==> src/rtl/enemy_fleet_pkg.sv <==
`default_nettype none
// ============================================================================
// Module      : enemy_fleet_pkg
// Description : Shared types and helpers for the enemy fleet.
//               - slot_state_t : per-slot life cycle (IDLE, FLY, BOOM)
//               - LFSR_SEED    : reset value of the spawn LFSR
//               - LFSR_TAPS    : feedback mask of the spawn LFSR
//               - lfsr_next()  : one step of the 16-bit Fibonacci LFSR
// Revision    : 1.0 - initial release
// ============================================================================
package enemy_fleet_pkg;

   typedef enum logic [1:0] {
      IDLE = 2'd0,
      FLY  = 2'd1,
      BOOM = 2'd2
   } slot_state_t;

   localparam logic [15:0] LFSR_SEED = 16'hACE1;

   // Taps 16,14,13,11 of the right-shifting Fibonacci form sit at register
   // bits 0,2,3,5; the XOR of those bits becomes the new bit 15.
   localparam logic [15:0] LFSR_TAPS = 16'h002D;

   function automatic logic [15:0] lfsr_next(input logic [15:0] cur);
      return {^(cur & LFSR_TAPS), cur[15:1]};
   endfunction

endpackage
`default_nettype wire

==> src/rtl/enemy_slot.sv <==
`default_nettype none
// ============================================================================
// Module      : enemy_slot
// Description : One enemy slot: life-cycle FSM, position and boom timer.
//               Optional macro ENEMY_DRIFT_EN adds horizontal drift.
// Ports       : clk, rst          clock / async active-high reset
//               i_move_tick       advances motion and boom timer
//               i_hit             kill request (only honoured in FLY)
//               i_revive          force IDLE, positions hold
//               i_spawn           spawn grant (only honoured in IDLE)
//               i_seed            LFSR byte used for the spawn x position
//               i_seed_dir        initial drift direction (ENEMY_DRIFT_EN)
//               o_pos_x, o_pos_y  current sprite origin
//               o_alive           slot is in FLY
//               o_booming         slot is in BOOM
//               o_escape          one-clk pulse on escape
// Revision    : 1.0 - initial release
// ============================================================================
module enemy_slot
   import enemy_fleet_pkg::*;
#(
   parameter int COORD_W    = 10,
   parameter int X_MAX      = 190,
   parameter int Y_LIMIT    = 430,
   parameter int BOOM_TICKS = 32
)
(
   input  logic               clk,
   input  logic               rst,
   input  logic               i_move_tick,
   input  logic               i_hit,
   input  logic               i_revive,
   input  logic               i_spawn,
   input  logic [7:0]         i_seed,
`ifdef ENEMY_DRIFT_EN
   input  logic               i_seed_dir,
`endif
   output logic [COORD_W-1:0] o_pos_x,
   output logic [COORD_W-1:0] o_pos_y,
   output logic               o_alive,
   output logic               o_booming,
   output logic               o_escape
);

   localparam logic [1:0] ST_IDLE = IDLE;
   localparam logic [1:0] ST_FLY  = FLY;
   localparam logic [1:0] ST_BOOM = BOOM;

   localparam int                 CNT_W        = $clog2(BOOM_TICKS + 1);
   localparam logic [CNT_W-1:0]   C_BOOM_LOAD  = CNT_W'(BOOM_TICKS);
   localparam logic [CNT_W-1:0]   C_BOOM_LAST  = CNT_W'(1);
   localparam logic [COORD_W-1:0] C_Y_LIMIT    = COORD_W'(Y_LIMIT);
   localparam logic [COORD_W-1:0] C_X_SPAN     = COORD_W'(X_MAX + 1);
`ifdef ENEMY_DRIFT_EN
   localparam logic [COORD_W-1:0] C_X_MAX      = COORD_W'(X_MAX);
`endif

   logic [1:0]         r_state;
   logic [COORD_W-1:0] r_x;
   logic [COORD_W-1:0] r_y;
   logic [CNT_W-1:0]   r_cnt;
   logic               r_escape;
`ifdef ENEMY_DRIFT_EN
   logic               r_dir;
`endif

   // Scale the 8-bit seed onto 0..X_MAX: seed*(X_MAX+1)/256 never reaches
   // X_MAX+1, so every spawn lands inside the playfield.
   logic [COORD_W+7:0] w_prod;
   logic [COORD_W-1:0] w_spawn_x;

   assign w_prod    = {{COORD_W{1'b0}}, i_seed} * {8'd0, C_X_SPAN};
   assign w_spawn_x = COORD_W'(w_prod >> 8);

   always_ff @(posedge clk or posedge rst) begin
      if (rst) begin
         r_state  <= ST_IDLE;
         r_x      <= '0;
         r_y      <= '0;
         r_cnt    <= '0;
         r_escape <= 1'b0;
`ifdef ENEMY_DRIFT_EN
         r_dir    <= 1'b0;
`endif
      end else begin
         r_escape <= 1'b0;
         if (i_revive) begin
            r_state <= ST_IDLE;
         end else begin
            case (r_state)
               ST_IDLE: begin
                  if (i_spawn) begin
                     r_state <= ST_FLY;
                     r_x     <= w_spawn_x;
                     r_y     <= '0;
`ifdef ENEMY_DRIFT_EN
                     r_dir   <= i_seed_dir;
`endif
                  end
               end
               ST_FLY: begin
                  // A hit outranks an escape on the same tick.
                  if (i_hit) begin
                     r_state <= ST_BOOM;
                     r_cnt   <= C_BOOM_LOAD;
                  end else if (i_move_tick) begin
                     if (r_y >= C_Y_LIMIT) begin
                        r_state  <= ST_IDLE;
                        r_escape <= 1'b1;
                     end else begin
                        r_y <= r_y + 1'b1;
`ifdef ENEMY_DRIFT_EN
                        // At a wall the direction flips and x holds
                        // for this tick.
                        if (r_dir) begin
                           if (r_x == C_X_MAX) r_dir <= 1'b0;
                           else                r_x   <= r_x + 1'b1;
                        end else begin
                           if (r_x == '0)      r_dir <= 1'b1;
                           else                r_x   <= r_x - 1'b1;
                        end
`endif
                     end
                  end
               end
               ST_BOOM: begin
                  if (i_move_tick) begin
                     if (r_cnt == C_BOOM_LAST) r_state <= ST_IDLE;
                     r_cnt <= r_cnt - 1'b1;
                  end
               end
               default: r_state <= ST_IDLE;
            endcase
         end
      end
   end

   assign o_pos_x   = r_x;
   assign o_pos_y   = r_y;
   assign o_alive   = (r_state == ST_FLY);
   assign o_booming = (r_state == ST_BOOM);
   assign o_escape  = r_escape;

endmodule
`default_nettype wire

==> src/rtl/enemy_fleet.sv <==
`default_nettype none
// ============================================================================
// Module      : enemy_fleet
// Description : N_ENEMY enemy slots with spawn LFSR, spawn arbiter, escape
//               merge and per-pixel hit test producing a sprite address.
//               Optional macro ENEMY_DRIFT_EN enables horizontal drift.
// Ports       : clk, rst          clock / async active-high reset
//               move_tick         advances motion and timers
//               hit[N_ENEMY]      per-slot kill request
//               revive            clear all slots
//               x, y              current scan pixel
//               enemy_x/enemy_y   packed slot positions
//               alive/booming     per-slot FLY / BOOM flags
//               escape            one-clk pulse when any slot escapes
//               pix_valid/slot/boom/addr  registered scan-pixel result
// Revision    : 1.0 - initial release
// ============================================================================
module enemy_fleet
   import enemy_fleet_pkg::*;
#(
   parameter int N_ENEMY    = 4,
   parameter int COORD_W    = 10,
   parameter int SPR_W      = 50,
   parameter int SPR_H      = 50,
   parameter int X_MAX      = 190,
   parameter int Y_LIMIT    = 430,
   parameter int BOOM_TICKS = 32,
   parameter int SPAWN_GAP  = 64
)
(
   input  logic                       clk,
   input  logic                       rst,
   input  logic                       move_tick,
   input  logic [N_ENEMY-1:0]         hit,
   input  logic                       revive,
   input  logic [COORD_W-1:0]         x,
   input  logic [COORD_W-1:0]         y,
   output logic [N_ENEMY*COORD_W-1:0] enemy_x,
   output logic [N_ENEMY*COORD_W-1:0] enemy_y,
   output logic [N_ENEMY-1:0]         alive,
   output logic [N_ENEMY-1:0]         booming,
   output logic                       escape,
   output logic                       pix_valid,
   output logic [2:0]                 pix_slot,
   output logic                       pix_boom,
   output logic [11:0]                pix_addr
);

   localparam int                 SCNT_W     = $clog2(SPAWN_GAP + 1);
   localparam logic [SCNT_W-1:0]  C_GAP_LAST = SCNT_W'(SPAWN_GAP - 1);
   localparam logic [COORD_W-1:0] C_SPR_W    = COORD_W'(SPR_W);
   localparam logic [COORD_W-1:0] C_SPR_H    = COORD_W'(SPR_H);
   localparam logic [11:0]        C_ROW_STEP = 12'(SPR_W);

   logic [15:0]        r_lfsr;
   logic [SCNT_W-1:0]  r_spawn_cnt;

   logic               w_spawn_due;
   logic [N_ENEMY-1:0] w_idle;
   logic [N_ENEMY-1:0] w_grant;
   logic               w_found;
   logic [N_ENEMY-1:0] w_escape;
   logic [N_ENEMY-1:0] w_cover;

   logic [COORD_W-1:0] w_sx [N_ENEMY];
   logic [COORD_W-1:0] w_sy [N_ENEMY];
   logic [COORD_W-1:0] w_dx [N_ENEMY];
   logic [COORD_W-1:0] w_dy [N_ENEMY];

   // LFSR free-runs; revive deliberately leaves it alone.
   always_ff @(posedge clk or posedge rst) begin
      if (rst) r_lfsr <= LFSR_SEED;
      else     r_lfsr <= lfsr_next(r_lfsr);
   end

   assign w_spawn_due = move_tick & (r_spawn_cnt == C_GAP_LAST) & ~revive;

   always_ff @(posedge clk or posedge rst) begin
      if (rst) begin
         r_spawn_cnt <= '0;
      end else if (revive) begin
         r_spawn_cnt <= '0;
      end else if (move_tick) begin
         if (r_spawn_cnt == C_GAP_LAST) r_spawn_cnt <= '0;
         else                           r_spawn_cnt <= r_spawn_cnt + 1'b1;
      end
   end

   // Lowest-index idle slot gets the grant; with no idle slot the attempt
   // simply evaporates.
   always_comb begin
      w_grant = '0;
      w_found = 1'b0;
      for (int i = 0; i < N_ENEMY; i++) begin
         if (!w_found && w_idle[i]) begin
            w_grant[i] = w_spawn_due;
            w_found    = 1'b1;
         end
      end
   end

   generate
      for (genvar i = 0; i < N_ENEMY; i++) begin : g_slot
         enemy_slot #(
            .COORD_W    (COORD_W),
            .X_MAX      (X_MAX),
            .Y_LIMIT    (Y_LIMIT),
            .BOOM_TICKS (BOOM_TICKS)
         ) u_slot (
            .clk         (clk),
            .rst         (rst),
            .i_move_tick (move_tick),
            .i_hit       (hit[i]),
            .i_revive    (revive),
            .i_spawn     (w_grant[i]),
            .i_seed      (r_lfsr[7:0]),
`ifdef ENEMY_DRIFT_EN
            .i_seed_dir  (r_lfsr[8]),
`endif
            .o_pos_x     (w_sx[i]),
            .o_pos_y     (w_sy[i]),
            .o_alive     (alive[i]),
            .o_booming   (booming[i]),
            .o_escape    (w_escape[i])
         );

         assign enemy_x[i*COORD_W +: COORD_W] = w_sx[i];
         assign enemy_y[i*COORD_W +: COORD_W] = w_sy[i];
         assign w_idle[i] = ~alive[i] & ~booming[i];

         // Unsigned wrap makes pixels left of / above the box look huge,
         // so a single compare per axis rejects both sides.
         assign w_dx[i]    = x - w_sx[i];
         assign w_dy[i]    = y - w_sy[i];
         assign w_cover[i] = ~w_idle[i] & (w_dx[i] < C_SPR_W) & (w_dy[i] < C_SPR_H);
      end
   endgenerate

   assign escape = |w_escape;

   logic        w_pv;
   logic [2:0]  w_ps;
   logic        w_pb;
   logic [11:0] w_pa;

   // Walk from the top index down so the lowest covering slot is the last
   // writer and therefore wins.
   always_comb begin
      w_pv = 1'b0;
      w_ps = '0;
      w_pb = 1'b0;
      w_pa = '0;
      for (int i = N_ENEMY - 1; i >= 0; i--) begin
         if (w_cover[i]) begin
            w_pv = 1'b1;
            w_ps = 3'(i);
            w_pb = booming[i];
            w_pa = 12'(w_dx[i]) + 12'(w_dy[i]) * C_ROW_STEP;
         end
      end
   end

   always_ff @(posedge clk or posedge rst) begin
      if (rst) begin
         pix_valid <= 1'b0;
         pix_slot  <= '0;
         pix_boom  <= 1'b0;
         pix_addr  <= '0;
      end else begin
         pix_valid <= w_pv;
         pix_slot  <= w_ps;
         pix_boom  <= w_pb;
         pix_addr  <= w_pa;
      end
   end

endmodule
`default_nettype wire

==> config.mk <==
export PLATFORM = sky130hd
export DESIGN_NAME = enemy_fleet
export DESIGN_NICKNAME = d
export VERILOG_FILES = /design/src/rtl/enemy_fleet_pkg.sv /design/src/rtl/enemy_slot.sv /design/src/rtl/enemy_fleet.sv
export SDC_FILE = /design/constraint.sdc
export NUM_CORES = 1
export LEC_CHECK = 0
export CORE_MARGIN = 5
export CORE_UTILIZATION = 35
export CTS_CLUSTER_SIZE = 8
export DETAILED_ROUTE_END_ITERATION = 16
export GPL_TIMING_DRIVEN = 0
export PLACE_DENSITY_LB_ADDON = 0.05
export REMOVE_ABC_BUFFERS = 1
export SLEW_MARGIN = 10
export SYNTH_ARGS = -nofsm -noshare
export SYNTH_HDL_FRONTEND = slang
export SYNTH_SLANG_ARGS = --single-unit
==> constraint.sdc <==
create_clock -name clk -period 4.75 [get_ports clk]
set_input_delay 0.7125 -clock clk [delete_from_list [all_inputs] [get_ports clk]]
set_output_delay 0.7125 -clock clk [all_outputs]
set_load 0.01 [all_outputs]
# After elaboration in Yosys (flattened, before gate mapping)

Cells that the tools add are included.

$add $sub $neg: 21
Multipliers: 5
$lt $le $gt $ge: 12
Eq/ne operators: 57
Muxes and demuxes: 110
Bitwise logic cells: 27
Reductions and logical operators: 37

Operators by type and width:

| kind                                                                                  | count |
|---|---|
| 10-bit two-way mux                                                                    | 16 |
| 10-bit by 6-bit less-than comparator with 1-bit output (second input constant)        | 8 |
| 10-bit one-hot mux with 2 select lines                                                | 4 |
| 2-bit two-way mux                                                                     | 30 |
| 10-bit by 12-bit adder with 12-bit output                                             | 4 |
| 12-bit two-way mux                                                                    | 4 |
| 6-bit two-way mux                                                                     | 8 |
| 6-bit one-hot mux with 2 select lines                                                 | 4 |
| 10-bit by 5-bit multiplier with 11-bit output (second input constant)                 | 4 |
| 10-bit by 1-bit adder with 10-bit output (second input constant)                      | 4 |
| 10-bit by 9-bit greater-or-equal comparator with 1-bit output (second input constant) | 4 |
| 2-bit != test (second input constant)                                                 | 20 |
| 10-bit subtractor                                                                     | 4 |
| 10-bit by 8-bit subtractor with 10-bit output                                         | 4 |
| 1-bit two-way mux                                                                     | 35 |
| 4-bit != test (second input constant)                                                 | 8 |
| 6-bit by 1-bit equality test with 1-bit output (second input constant)                | 4 |
| 3-bit != test (second input constant)                                                 | 8 |
| 2-bit one-hot mux with 3 select lines                                                 | 4 |
| 6-bit AND reduction                                                                   | 4 |
| 6-bit by 1-bit subtractor with 6-bit output (second input constant)                   | 4 |
| 7-bit two-way mux                                                                     | 3 |
| 5-bit AND reduction                                                                   | 4 |
| 2-bit nonzero test                                                                    | 9 |
| other kinds (17)                                                                      | 68 |

Flip-flop bits (word level): 148
Bits of input ports: 28
Word-level logic and storage cells: 295

# Longest topological paths before layout

Word-level depth: 16
Depth in mapped cells: 24

# Cells and area by module

A second synthesis with hierarchy kept.

Cell total of the unflattened synthesis: 2383
Area total of the unflattened synthesis: 20808.7 µm²

Modules (own cells, without submodules):

| module                            | times used | cells an instance | area an instance (µm²) | sequential area each (µm²) |
|---|---|---|---|---|
| enemy_fleet                       | 1          | 1166              | 9384.0                 | 985.9 |
| enemy_slot (g_slot[0].u_slot ...) | 2          | 308               | 2862.7                 | 675.6 |
| enemy_slot (g_slot[3].u_slot)     | 1          | 301               | 2872.8                 | 675.6 |
| enemy_slot (g_slot[2].u_slot)     | 1          | 300               | 2826.5                 | 675.6 |

# Worst setup path before layout

Ideal clock, no wire load.

Path type: input to register
From: input y[0]
To: register pix_addr[11]
Library setup time: 0.138 ns
Arrival: 4.848 ns
Setup slack: -0.237 ns
Cell stages on the path: 24
Path buffers: 0
Cell sequence: inv_1 > ha_1 > inv_1 > fa_1 > a21oi_1 > inv_1 > a21oi_1 > xnor2_1 > ha_1 > ha_1 > inv_1 > fa_1 > inv_1 > ha_1 > a21oi_1 > xnor2_1 > ha_1 > and2_1 > o21ai_0 > a21boi_0 > xnor2_1 > nor2_1 > a211oi_1 > a211oi_1

Longest elaborated chain between the ends: 7
Elaborated cells between the ends (all ways): 24
Classes of those cells: 8 x add/sub; 4 x mul; 4 x order compare; 4 x mux; 4 x bitwise

RTL lines:

| item                                                                                                                           | RTL line                               | RTL |
|---|---|---|
| from (decl)                                                                                                                    | enemy_fleet.sv:37                      | `input logic [COORD_W-1:0] y,` |
| 10-bit subtractor                                                                                                              | enemy_fleet.sv:134                     | `assign w_dy[i] = y - w_sy[i];` |
| 10-bit by 5-bit multiplier with 11-bit output / 10-bit by 6-bit less-than comparator with 1-bit output (equally long branches) | enemy_fleet.sv:158, enemy_fleet.sv:135 |  |
| 10-bit by 12-bit adder with 12-bit output / 1-bit AND (equally long branches)                                                  | enemy_fleet.sv:158, enemy_fleet.sv:135 |  |
| 12-bit two-way mux (3 in a row)                                                                                                | enemy_fleet.sv:154                     | `if (w_cover[i]) begin` |
| 12-bit two-way mux *                                                                                                           | enemy_fleet.sv:154                     |  |
| net w_pa[11]                                                                                                                   | enemy_fleet.sv:144                     | `logic [11:0] w_pa;` |
| to (signal assigned)                                                                                                           | enemy_fleet.sv:173                     | `pix_addr <= w_pa;` |
| to (decl)                                                                                                                      | enemy_fleet.sv:46                      | `output logic [11:0] pix_addr` |

Mark *: on every way through the listed nets, which the timed path passes. The rest lies on a longest branch.
A chain may end at the register's enable or synchronous reset.

# Worst setup path in the final report

Same ends and word-level chain as after synthesis.

==> summary.md <==
| Metric | Value |
|---|---|
| Final Hold Viols | 0 |
| Top cells by count, synth | inv_1 (278), ha_1 (269), dfrtp_1 (139) |
| Most used cell, CP | ha_1 |
| Share of cells above drive strength 1 | 0.156 |
| Port bufs | between 100 and 150 |
| Ranking of synthesized cells by area | dfrtp_1 (21%), ha_1 (21%), fa_1 (7.4%) |
| Fraction of the cycle the final worst path needs | 0.987 |
| Largest net degree at the start of global routing | between 80 and 90 |
| Routed WL per cell | between 15 and 20 um |
| Vias in the first global route | 13500 |
| FF+latch count, synth | about 150 |
| DR pass1 iterations | 7 |
| Hold Worst Slack | 347 ps |
| Crit path arrival time | 5040 ps |
| Leak pwr | a little over 9 nW |
| Final #Nets | roughly 2400 |
| Largest family of logic cells by synthesized area | adder cells |
| Reg2Reg Depth | 23 |
| PnR worst setup slack | between 60 and 70 ps |
| Max Fclk | around 0.21 GHz |
| Routed vias/inst | a little over 5 |
| Post-Syn Instances | between 1500 and 2000 |
| Post-Synth Simple-Gate Area | 0.157 |
| Worst EP required | 5100 ps |
| Worst hold path class | register to register |
| WL final | approximately 47000 um |
| Hold_buf cts | 0 |
| Slew Viols, Final | 0 |
| Placement-stage cell area | approximately 18000 sq um |
| Crit Path Max Fanout | 3 |
| Status | finished, final reports clean |
| WHS Path Cells | 0 |
| Area of the mapped netlist | between 15000 and 20000 sq um |
| Top Layer Used | met4 |
| Area of the core | about 46000 sq um |
| Critical path class | input pin to register |
| Antenna violations before repair | 1 |
| Power Density | 748 nW/um^2 |
| Fillcell total | 4571 |
| Starting density of the core | 0.352 |
| Number of I/O pins | around 130 |
| Actual slew at the worst max-slew pin | 913 ps |
| Die X | between 200 and 250 um |
| Rows | 79 |
| Post-Synth Adder-Cell Area | 0.280 |
| Max Cap Viol | 0 |
| Final ANT Viol Nets | 0 |
| Place WS | -1680 ps |
| Post-synthesis compound-gate area fraction | 0.163 |
| Clock slew seen by the registers of the worst setup and hold paths | about 70 ps |
| Post-route design area | about 20000 sq um |
| CTS sink cnt | ~150 |
| Primary FF master, synth | dfrtp_1 |
| Most numerous cell in the Yosys netlist | inv_1 |
| Seq/Total Area, Yosys | 0.226 |
| RSZ-0062 raised after global routing | yes |
| GR Overflow Total | 0 |
| Area grow syn2layout | 24.0% |
| Peak supply drop | roughly 0.0011 V |
| Total Power | approximately 15 mW |
| TritonCTS buffer count | 17 |
| Clock Path Buffers | 2 |
| CTS H-tree lvls | 4 |
| Async SR Flop Fraction | 1.00 |
| Clock insertion delay at the later pin of the skew report | slightly below 500 ps |
| Max-slew headroom | 0.390 |
| Setup violators final | 0 |
| GRT Resource Usage Total | 0.186 |
| CTS tree | yes |
| Iteration-0 DRC Markers | 545 |
| Yosys top cell by area | dfrtp_1 |
| Final min period | ~4700 ps |
| Clock skew | about 12 ps |
| Via count | roughly 14000 |
| GP Congestion | 0.882 |
| Crit. End Element | register |
| Metal-1 WL | ~21000 um |
| First-pass GRT wire length | between 70000 and 80000 um |
| Fin cells | between 2000 and 3000 |
| Drt drc | 0 |
| Critical Path Max Stage Delay | roughly 510 ps |
| Synth warnings | 0 |
| Syn Area/Cell | between 8 and 9 sq um |
| Post-Place Cells | ~2600 |
| Critical path startpoint category | input pin |
| Die height | 226 um |
| Synth top area share | 0.213 |
| Root Buffer | clkbuf_16 |
| Post-synth EDFFs | 0 |
| Met2 wire length | around 23000 um |
| DR WL met3 | ~1600 um |
| Inserted Diodes | 0 |
| Xor/xnor cell area share of the yosys netlist | 0.0687 |
| Worst path slowest cell | fa_1 |
| Detailed Place HPWL | roughly 37000 um |
| Distinct cell type count after synthesis | 84 |
| Mux cell area share after synthesis | 0.0261 |
| Full die area | a little over 50000 sq um |
[state kept, by name, summed over array words and instances (netlist names)]
| signal | flops |
|---|---|
| g_slot.u_slot.o_escape | 4 |
| g_slot.u_slot.o_pos_x | 32 |
| g_slot.u_slot.o_pos_y | 40 |
| g_slot.u_slot.r_cnt | 24 |
| g_slot.u_slot.r_state | 8 |
| pix_addr | 12 |
| pix_boom | 1 |
| pix_slot | 2 |
| pix_valid | 1 |
| r_lfsr | 16 |
| r_spawn_cnt | 7 |
[final cells by class]
class	instances	area [sq um]	area share
timing repair buffer	185	1720	0.0849
clock buffer	20	457	0.0226
multi-input combinational	1399	12300	0.609
inverter	280	1070	0.0527
tap	607	759	0.0375
clock inverter	12	203	0.0100
sequential	147	3710	0.183
[path summary, 6_finish.rpt]
kind                                                   from                          end  slack (ps)
worst max register to register  g_slot[2].u_slot.o_pos_y[0]                 pix_addr[11]         110
max in group asynchronous                               rst  g_slot[1].u_slot.o_pos_y[0]        3240
worst min-delay path                              r_lfsr[9]                    r_lfsr[8]         350
worst max-delay path                                   y[0]                 pix_addr[11]          60
min in group asynchronous                               rst    g_slot[2].u_slot.r_cnt[4]         650
worst min register to register                    r_lfsr[9]                    r_lfsr[8]         350
[through the flow]
stage | utilization | TNS [ps]
2_1_floorplan | - | -538
3_3_place_gp | 0.391 | -408460
3_5_place_dp | 0.391 | -23010
4_1_cts | 0.423 | -14.6
5_1_grt | 0.437 | -244
6_report | 0.437 | 0
[repair_timing]
| action | in CTS | in global routing |
|---|---|---|
| endpoints found under the hold margin | 0 | 0 |
| resized for setup | 128 | 85 |
| gates cloned | 0 | 0 |
| pin swaps | 51 | 69 |
| setup buffers | 41 | 18 |
| setup endpoints to repair | 34 | 30 |
[worst max-delay path, delay by kind of cell]
kind / cells / cell delay (ps)
fa+ha+maj: 7 / 2060
xor+xnor: 3 / 450
buf+inv: 8 / 600
compound gates: 6 / 960
simple gates: 2 / 250
[layout by cell type (no fill, tap or decap), types with 38 or more instances in the layout]
cell | Yosys | final
a21oi_1 | 79 | 65
dfrtp_1 | 139 | 124
o21ai_0 | 98 | 90
nor3_1 | 43 | 38
buf_4 | 18 | 59
nand3_1 | 53 | 51
fa_1 | 60 | 56
xnor2_1 | 78 | 59
ha_1 | 269 | 232
inv_1 | 278 | 263
xor2_1 | 50 | 40
nand2_1 | 104 | 104
nor2_1 | 116 | 108
clkdlybuf4s50_1 | 0 | 116
[where the power goes]
| part | leakage [nW] | internal (mW) | switching, mW |
|---|---|---|---|
| logic | 6.97 | 5.98 | 6.13 |
| clock network | 0.321 | 0.959 | 0.604 |
| registers | 1.94 | 1.35 | 0.115 |
[per-layer routing]
| metal | up-vias | GRT usage |
|---|---|---|
| li1 | 6804 | - |
| met1 | 6627 | 0.242 |
| met2 | 184 | 0.320 |
| met3 | 38 | 0.0343 |
| met4 | 0 | 0.0484 |
| met5 | - | 0 |
[cells by family (layout without fill, tap and decap cells)]
logic type / after synthesis / count (layout)
flops: 147 / 147
buf+inv: 323 / 497
compound gates: 397 / 397
other cells: 1 / 9
simple gates: 497 / 497
mux: 39 / 39
xor+xnor: 128 / 128
fa+ha+maj: 329 / 329
No activity file was read; power rests on OpenSTA's default activity.
